<file path="config.mk">
export PLATFORM = sky130hd
export DESIGN_NAME = score_accumulator
export DESIGN_NICKNAME = d
export VERILOG_FILES = /design/src/rtl/score_accumulator.sv
export SDC_FILE = /design/constraint.sdc
export NUM_CORES = 1
export LEC_CHECK = 0
export CAP_MARGIN = 10
export CORE_ASPECT_RATIO = 1.5
export CORE_MARGIN = 1.5
export CORE_UTILIZATION = 50
export CTS_CLUSTER_SIZE = 24
export DETAILED_ROUTE_END_ITERATION = 16
export PLACE_DENSITY = 0.85
export SLEW_MARGIN = 20
export SYNTH_ARGS = -nofsm -noshare
export SYNTH_HDL_FRONTEND = slang
export SYNTH_SLANG_ARGS = --single-unit
</file>
<file path="constraint.sdc">
create_clock -name clk -period 15.2 [get_ports clk]
set_input_delay 2.28 -clock clk [delete_from_list [all_inputs] [get_ports clk]]
set_output_delay 2.28 -clock clk [all_outputs]
set_load 0.03 [all_outputs]
</file>
<file path="src/rtl/score_accumulator.sv">
// Per-song score accumulator: running totals, song progress FSM and optional health bar.
// Define SCORE_HP_EN to build the health bar; otherwise hp is fixed at HP_MAX and failed at 0.
//
//  state  | meaning
//  S_IDLE | out of reset, waiting for the first start
//  S_PLAY | song running, hits are accepted
//  S_DONE | song finished (all notes seen or health exhausted), waiting for start
module score_accumulator #(
  parameter int W           = 32,
  parameter int HP_MAX      = 100,
  parameter int HP_MISS_DEC = 10,
  parameter int HP_HIT_INC  = 2
) (
  input  logic         clk,
  input  logic         rst_n,
  input  logic         start,
  input  logic [W-1:0] total_note,
  input  logic [1:0]   mod,
  input  logic         hit_valid,
  input  logic [W-1:0] base_score,
  input  logic [W-1:0] bonus_score,
  input  logic [W-1:0] combo,
  output logic [W-1:0] last_combo,
  output logic [W-1:0] now_cnt,
  output logic [W-1:0] last_base_score,
  output logic [W-1:0] total_score,
  output logic [W-1:0] max_combo,
  output logic [W-1:0] miss_cnt,
  output logic         playing,
  output logic         done,
  output logic [7:0]   hp,
  output logic         failed
);

  typedef enum logic [1:0] {S_IDLE, S_PLAY, S_DONE} state_t;

  localparam logic [W-1:0] MAX_VAL = '1;
  localparam logic [W-1:0] ONE     = W'(1);
  localparam logic [7:0]   HP_FULL = 8'(HP_MAX);

  state_t       state, state_next;
  logic [W-1:0] total_note_q;
  logic         accept;
  logic         is_miss;
  logic         fail_now;
  logic [W-1:0] cnt_inc;
  logic [W-1:0] hit_sum;

  function automatic logic [W-1:0] sat_add(input logic [W-1:0] a, input logic [W-1:0] b);
    logic [W:0] s;
    s = {1'b0, a} + {1'b0, b};
    return s[W] ? MAX_VAL : s[W-1:0];
  endfunction

  assign accept  = hit_valid && !start && (state == S_PLAY);
  assign is_miss = (base_score == '0);
  assign cnt_inc = sat_add(now_cnt, ONE);
  assign hit_sum = sat_add(base_score, bonus_score);

`ifdef SCORE_HP_EN
  localparam logic [7:0] HP_DEC = 8'(HP_MISS_DEC);
  localparam logic [7:0] HP_INC = 8'(HP_HIT_INC);

  logic [1:0] mod_q;
  logic [7:0] hp_q;
  logic [7:0] hp_next;
  logic [8:0] hp_sum;
  logic       failed_q;

  always_comb begin
    hp_sum  = {1'b0, hp_q} + {1'b0, HP_INC};
    hp_next = hp_q;
    if (is_miss) begin
      hp_next = (hp_q > HP_DEC) ? (hp_q - HP_DEC) : 8'd0;
    end else begin
      hp_next = (hp_sum >= {1'b0, HP_FULL}) ? HP_FULL : hp_sum[7:0];
    end
  end

  // No Fail mode lets health sit at zero without ending the song.
  assign fail_now = accept && (hp_next == 8'd0) && (mod_q != 2'b01);

  always_ff @(posedge clk) begin
    if (!rst_n) begin
      mod_q    <= 2'b00;
      hp_q     <= HP_FULL;
      failed_q <= 1'b0;
    end else if (start) begin
      mod_q    <= mod;
      hp_q     <= HP_FULL;
      failed_q <= 1'b0;
    end else if (accept) begin
      hp_q <= hp_next;
      if (fail_now) failed_q <= 1'b1;
    end
  end

  assign hp     = hp_q;
  assign failed = failed_q;
`else
  logic unused_hp_cfg;
  assign unused_hp_cfg = ^{mod, HP_MISS_DEC, HP_HIT_INC};
  assign fail_now      = 1'b0;
  assign hp            = HP_FULL;
  assign failed        = 1'b0;
`endif

  always_comb begin
    state_next = state;
    if (start) begin
      state_next = (total_note == '0) ? S_DONE : S_PLAY;
    end else if (accept && ((cnt_inc == total_note_q) || fail_now)) begin
      state_next = S_DONE;
    end
  end

  always_ff @(posedge clk) begin
    if (!rst_n) state <= S_IDLE;
    else        state <= state_next;
  end

  always_ff @(posedge clk) begin
    if (!rst_n) begin
      total_note_q    <= '0;
      last_combo      <= '0;
      now_cnt         <= '0;
      last_base_score <= '0;
      total_score     <= '0;
      max_combo       <= '0;
      miss_cnt        <= '0;
    end else if (start) begin
      total_note_q    <= total_note;
      last_combo      <= '0;
      now_cnt         <= '0;
      last_base_score <= '0;
      total_score     <= '0;
      max_combo       <= '0;
      miss_cnt        <= '0;
    end else if (accept) begin
      now_cnt         <= cnt_inc;
      last_base_score <= sat_add(last_base_score, base_score);
      total_score     <= sat_add(total_score, hit_sum);
      last_combo      <= combo;
      if (combo > max_combo) max_combo <= combo;
      if (is_miss) miss_cnt <= sat_add(miss_cnt, ONE);
    end
  end

  assign playing = (state == S_PLAY);
  assign done    = (state == S_DONE);

endmodule

</file>
==> run summary, run 1 <==
Hold-critical path depth -> 2
Gpl congestion -> 0.952
R2R Setup Slk -> 11.32 ns
Fin nets -> 2450
Logic pwr share -> 0.239
Routed Wire Length -> 50400 um
Clock root buffer -> clkbuf_16
Number of global-route vias before repair -> 15600
Post-synthesis xor/xnor area fraction -> 0.0788
Min-delay src -> last_combo[31]
Compound-Gate Fraction of Synth Area -> 0.239
Reg clk slew, reported paths -> 0.06 ns
Worst skew pair latency -> 0.54 ns
Global-route wire length before repair -> 79300 um
Async SR Flop Fraction -> 0
Reg2reg start -> last_base_score[0]
# IOs -> 337
Placed cell area -> 18800 um2
Simple-gate portion of the synthesized area -> 0.207
Worst VDD drop -> 0.0000900 V
Flop pwr share -> 0.383
Tot GR Track Use -> 0.307
HP Class -> reg2reg
Sw Pwr -> 0.494 mW
Syn avg cell area -> 8.05 um2
Post-CTS setup buffer count -> 0
Largest family of logic cells by synthesized area -> compound AO/OA/AOI/OAI gates
Row count -> 78
P&R area growth vs syn -> 27.9%
Top cells by area, synth -> dfxtp_1 (30%), ha_1 (11%), a21oi_1 (7.0%)
Post-route ant nets -> 0
Number of synthesized flops with an enable pin -> 0
Largest stage delay, worst path -> 0.59 ns
Share of cells above drive strength 1 -> 0.0419
Non-Filler Instances -> 2596
Worst Max-Slew Pin Slew -> 1.08 ns
Met1 WL -> 18500 um
Ant. Diodes -> 0
Starting Density -> 0.507
Mapped Cells -> 1906
CTS Buf Count -> 25
Synth Cell Area -> 15300 um2
Achievable Freq -> 0.117 GHz
Grt ovf -> 0
Worst Hold Slack -> 0.452 ns
Startpoint types -> input pin
Pre-antenna DRT Iters -> 7
Tcrit/Tclk final -> 0.561
Initial antenna violation count -> 1
Vias post-DR -> 15800
Post-route cell area -> 19600 um2
Most frequent cell after synthesis -> dfxtp_1
Largest net degree at the start of global routing -> 107
FF+latch count, synth -> 226
Cell family with the largest share of critical-path delay -> compound AO/OA/AOI/OAI gates
CP startpoint -> base_score[0]
Placed Cells -> 2554
Hold EP -> last_combo[31]
Cell accounting for the most synthesized area -> dfxtp_1
Worst Path Required -> 15.63 ns
DR WL met3 -> 3630 um
H-tree Lvls -> 1
WL met2 -> 25200 um
Core box area -> 30300 um2
Switching part of the total -> 0.305
CP Buf/Inv Count -> 3
Synth Area in Adders -> 0.112
Max_slew headroom -> 0.279
Static Leak -> 7.55 nW
Crit Path Category -> in2reg
DP HPWL -> 37700 um
Final setup fails -> 0
Die Width -> 146 um
Critical path fanouts, max -> 21
CP max stage cell -> clkdlybuf4s50_1
Vias per cell -> 6.09
Setup ws final -> 6.68 ns
Routed WL per cell -> 19.4 um
DR top layer -> met5
# hold bufs at CTS -> 0
Final Critical Period -> 8.52 ns
Critical path capture point type -> flip-flop
Setup WS pre-CTS -> 6.20 ns
Ys flop type -> dfxtp_1
Max Cap Viol -> 0
DRC -> 0
Power per cell area -> 82.5 nW/um2
Post-synthesis sequential area ratio -> 0.295
Status -> completed
Die H -> 217 um
Die ar. -> 31800 um2
Synth Warn # -> 0
Final hold violations -> 0
RSZ-0062 raised after global routing -> no
Clock Path Buffers -> 3
Leading cell types by count after synthesis -> dfxtp_1 (226), a21oi_1 (213), nand2_1 (192)
Mux cell area share after synthesis -> 0.0268
Worst clock skew -> 0.0119 ns
Yosys top cell area share -> 0.295
TritonCTS clock tree -> done
RR Endpoint -> last_base_score[1]
Drt first-iter violations -> 944
Clock share of power -> 0.378
P_int -> 1.13 mW
Total negative slack -> 0 ns
R2r worst-path depth -> 13
Port bufs -> 325
Arrival @ worst endpoint -> 8.95 ns
Fill count -> 2580
Slew Viols, Final -> 0
Number of gates resized after cts -> 0
Clk sink count -> 226
Unique cell type count in the Yosys netlist -> 77
[worst min-delay path, cell delays in order, from the launching register on]
cell and delay, ns:
dfxtp_1 0.30, nand2_1 0.05, a21oi_1 0.05
[per-stage QoR]
stage          power [mW]   util
2_1_floorplan       0.886      -
5_1_grt              1.68  0.648
4_1_cts              1.62  0.648
6_report             1.62  0.648
3_3_place_gp         1.01  0.622
3_5_place_dp         1.01  0.622
[power by group through the flow]
| stage | Combinational (mW) | Clock [mW] | Sequential, mW |
|---|---|---|---|
| after floorplan | 0.241 | 0 | 0.644 |
| after global placement | 0.373 | 0 | 0.633 |
| after detailed placement | 0.380 | 0 | 0.633 |
| after CTS | 0.384 | 0.620 | 0.620 |
| after global routing | 0.421 | 0.642 | 0.622 |
| final | 0.387 | 0.612 | 0.621 |
[final cells by class]
| type | instances | area [um2] | area share |
|---|---|---|---|
| inverters | 56 | 210 | 0.0107 |
| multi-input cells | 1536 | 10300 | 0.523 |
| well taps | 400 | 500 | 0.0255 |
| clock buffers | 35 | 703 | 0.0358 |
| flip-flops and latches | 226 | 4520 | 0.231 |
| repair buffers | 336 | 3330 | 0.170 |
| clock inverters | 7 | 93.8 | 0.00478 |
[layer usage]
metal	GRT usage	vias up
met1	0.327	7434
met5	0	-
met3	0.0603	183
met4	0.171	2
met2	0.566	684
li1	-	7506
[registers in the layout, indices dropped and copies added, names as in the netlist]
signal           flops
last_combo          32
total_note_q        32
now_cnt             32
state                2
max_combo           32
last_base_score     32
miss_cnt            32
total_score         32
[worst max-delay path by stage]
stage,end,slack (ns),cells after the start
2_1_floorplan,total_score[22],7.88,24
3_3_place_gp,total_score[22],6.27,27
3_5_place_dp,total_score[22],6.20,27
4_1_cts,total_score[22],6.75,27
5_1_grt,total_score[1],6.35,28
6_report,total_score[22],6.68,27
[logic make-up after synthesis]
group | Yosys count
multiplexers | 41
AND/OR/NAND/NOR | 625
flip-flops | 226
XOR/XNOR | 138
other | 2
buffers and inverters | 151
adder cells (fa/ha/maj) | 135
AO/OA/AOI/OAI | 588
[cells in the final DEF (no fill, tap or decap), drive strengths merged, types with 5 or more instances in the layout]
cell type      count
a211oi            16
or4                6
buf               12
conb               9
clkbuf            35
and3              21
o21ai            132
or3                9
nand2            194
a21o              56
ha               132
xnor2             66
nand2b            27
dfxtp            226
o21bai             8
o31ai             37
and2               9
xor2              72
clkdlybuf4s50    324
nor4              30
o221a             10
a211o             11
nor3              33
o21a              20
a221oi             5
a31oi             16
nor2b             49
nand3             94
a311oi            18
nand4             39
mux2i             40
nor2             101
a21oi            214
inv               57
(Power assumes the default switching activity.)
==> inputs of run 2 (changes only) <==
- CORE_UTILIZATION: 50 -> 47
- PLACE_DENSITY: 0.85 -> 0.84
- clock period: 15.2 -> 6.95 ns (I/O delays scaled with it)
==> run summary, run 2 (synthesis gave the netlist of run 1 again) <==
Post-CTS setup buffer count -> 0 (unchanged)
Final hold violations -> 0 (unchanged)
Routed Wire Length -> 51200 um (+1.6%)
Achievable Freq -> 0.156 GHz
Hold-critical path depth -> 2 (unchanged)
P&R area growth vs syn -> 29.5%
Vias per cell -> 5.99 (-1.6%)
Ant. Diodes -> 0 (unchanged)
HP Class -> reg2reg
Share of cells above drive strength 1 -> 0.0579 (+0.0160)
Die H -> 224 um (+3.1%)
Post-route ant nets -> 0 (unchanged)
Slew Viols, Final -> 0 (unchanged)
H-tree Lvls -> 1 (unchanged)
RR Endpoint -> last_base_score[1]
Reg2reg start -> last_base_score[0]
CP max stage cell -> or4_4
Crit Path Category -> in2reg
Tot GR Track Use -> 0.295 (-0.0115)
Clock Path Buffers -> 3 (unchanged)
TritonCTS clock tree -> done
Number of gates resized after cts -> 0 (unchanged)
Core box area -> 31900 um2 (+5.5%)
Arrival @ worst endpoint -> 6.81 ns (-2.14 ns)
# IOs -> 337 (unchanged)
# hold bufs at CTS -> 0 (unchanged)
Max_slew headroom -> 0.294 (+0.0148)
Worst Path Required -> 7.36 ns (-8.27 ns)
Commonest non-fill, non-tap cell in the layout -> clkdlybuf4s50_1
Met2 Usage GRT -> 0.530 (-0.0354)
Starting Density -> 0.480 (-0.0266)
Largest stage delay, worst path -> 0.56 ns (-0.03 ns)
Row count -> 80 (+2.6%)
Critical path fanouts, max -> 13 (-38%)
R2r worst-path depth -> 13 (unchanged)
Die ar. -> 33700 um2 (+6.3%)
CTS Buf Count -> 24 (-4.0%)
Port bufs -> 325 (unchanged)
R2R Setup Slk -> 3.06 ns (-8.26 ns)
Grt ovf -> 0 (unchanged)
Initial antenna violation count -> 0 (-1)
Worst skew pair latency -> 0.55 ns (about the same)
Drt first-iter violations -> 922 (-2.3%)
Critical path capture point type -> flip-flop
Final Util -> 0.622 (-0.0265)
Final setup fails -> 0 (unchanged)
Met3 Usage GRT -> 0.0503 (-0.00995)
Hold EP -> last_combo[19]
Pre-antenna DRT Iters -> 5 (-2)
Largest net degree at the start of global routing -> 98 (-8.4%)
Commonest cells after routing, fill and taps aside -> clkdlybuf4s50_1 (324), dfxtp_1 (226), a21oi_1 (213)
Clock root buffer -> clkbuf_16
Reg clk slew, reported paths -> 0.06 ns (about the same)
Global-route wire length before repair -> 79400 um (+0.10%)
Worst Max-Slew Pin Slew -> 1.06 ns (-0.0221 ns)
Total negative slack -> 0 ns (unchanged)
DRC -> 0 (unchanged)
Die Width -> 150 um (+3.1%)
Number of global-route vias before repair -> 15500 (-0.65%)
RSZ-0062 raised after global routing -> no
Power per cell area -> 178 nW/um2 (+120%)
DP HPWL -> 38900 um (+3.3%)
Vias post-DR -> 15800 (+0.032%)
Fin nets -> 2480 (+1.2%)
Tcrit/Tclk final -> 0.921
Met1 Usage GRT -> 0.317 (-0.0101)
Status -> completed
Max Cap Viol -> 0 (unchanged)
Gpl congestion -> 0.969 (+1.8%)
Routed WL per cell -> 19.4 um (about the same)
Startpoint types -> input pin
Final Critical Period -> 6.40 ns
Worst clock skew -> 0.0432 ns (+0.0312 ns)
Worst VDD drop -> 0.000179 V (+99%)
Most Crowded Layer GR -> met2
Clk sink count -> 226 (unchanged)
Min-delay src -> last_combo[19]
Static Leak -> 7.69 nW (+1.8%)
## run 2: through the flow
stage               cells  hold slack (ns)  total power, mW  area [um2]  setup slack, ns
floorplan            1913            0.477             1.94       15400            0.867
global route         2638            0.470             3.67       19900            0.190
CTS                  2638            0.456             3.54       19900            0.587
global placement     2595            0.441             2.23       19100            0.213
detailed placement   2595            0.446             2.24       19100           0.0804
finish               2638            0.456             3.53       19900            0.546
## run 2: layout make-up
type | count | area (um2)
inverters | 56 | 210
fillers | 2718 | 12100
clock buffers | 28 | 646
multi-input cells | 1536 | 10300
flip-flops and latches | 226 | 4520
well taps | 410 | 513
clock inverters | 15 | 139
repair buffers | 367 | 3580
## run 2: worst max-delay path: cells and delay by family
kind	cells	cell delay (ns)
and+or+nand+nor	11	2.10
buffers and inverters	2	0.61
AOI/OAI and AO/OA	9	2.12
adders and majority gates	3	0.94
## run 2: layer usage
metal | vias up | routed length, um
li1 | 7558 | -
met1 | 7379 | 18700
met2 | 688 | 25400
met3 | 189 | 3650
met4 | 0 | 3460
met5 | - | 0
## run 2: power by group
group	total, mW	switching (mW)	internal [mW]
clock	1.30	0.586	0.712
combinational	0.872	0.490	0.382
sequential	1.36	0.0327	1.32
total	3.53	1.11	2.42
## run 2: worst max-delay path by stage
stage	startpoint	endpoint	slack (ns)	depth (start not counted)
final	base_score[0]	total_score[0]	0.55	25
after floorplan	base_score[0]	total_score[22]	0.87	24
after global routing	base_score[0]	total_score[2]	0.19	26
after detailed placement	base_score[0]	total_score[12]	0.08	25
after global placement	base_score[0]	total_score[22]	0.21	25
after CTS	base_score[0]	total_score[22]	0.59	25
==> inputs of run 3 (changes only) <==
- CAP_MARGIN: 10 -> 20
==> results of run 3 <==
Final layout, timing and power as in run 2 (identical DEF).
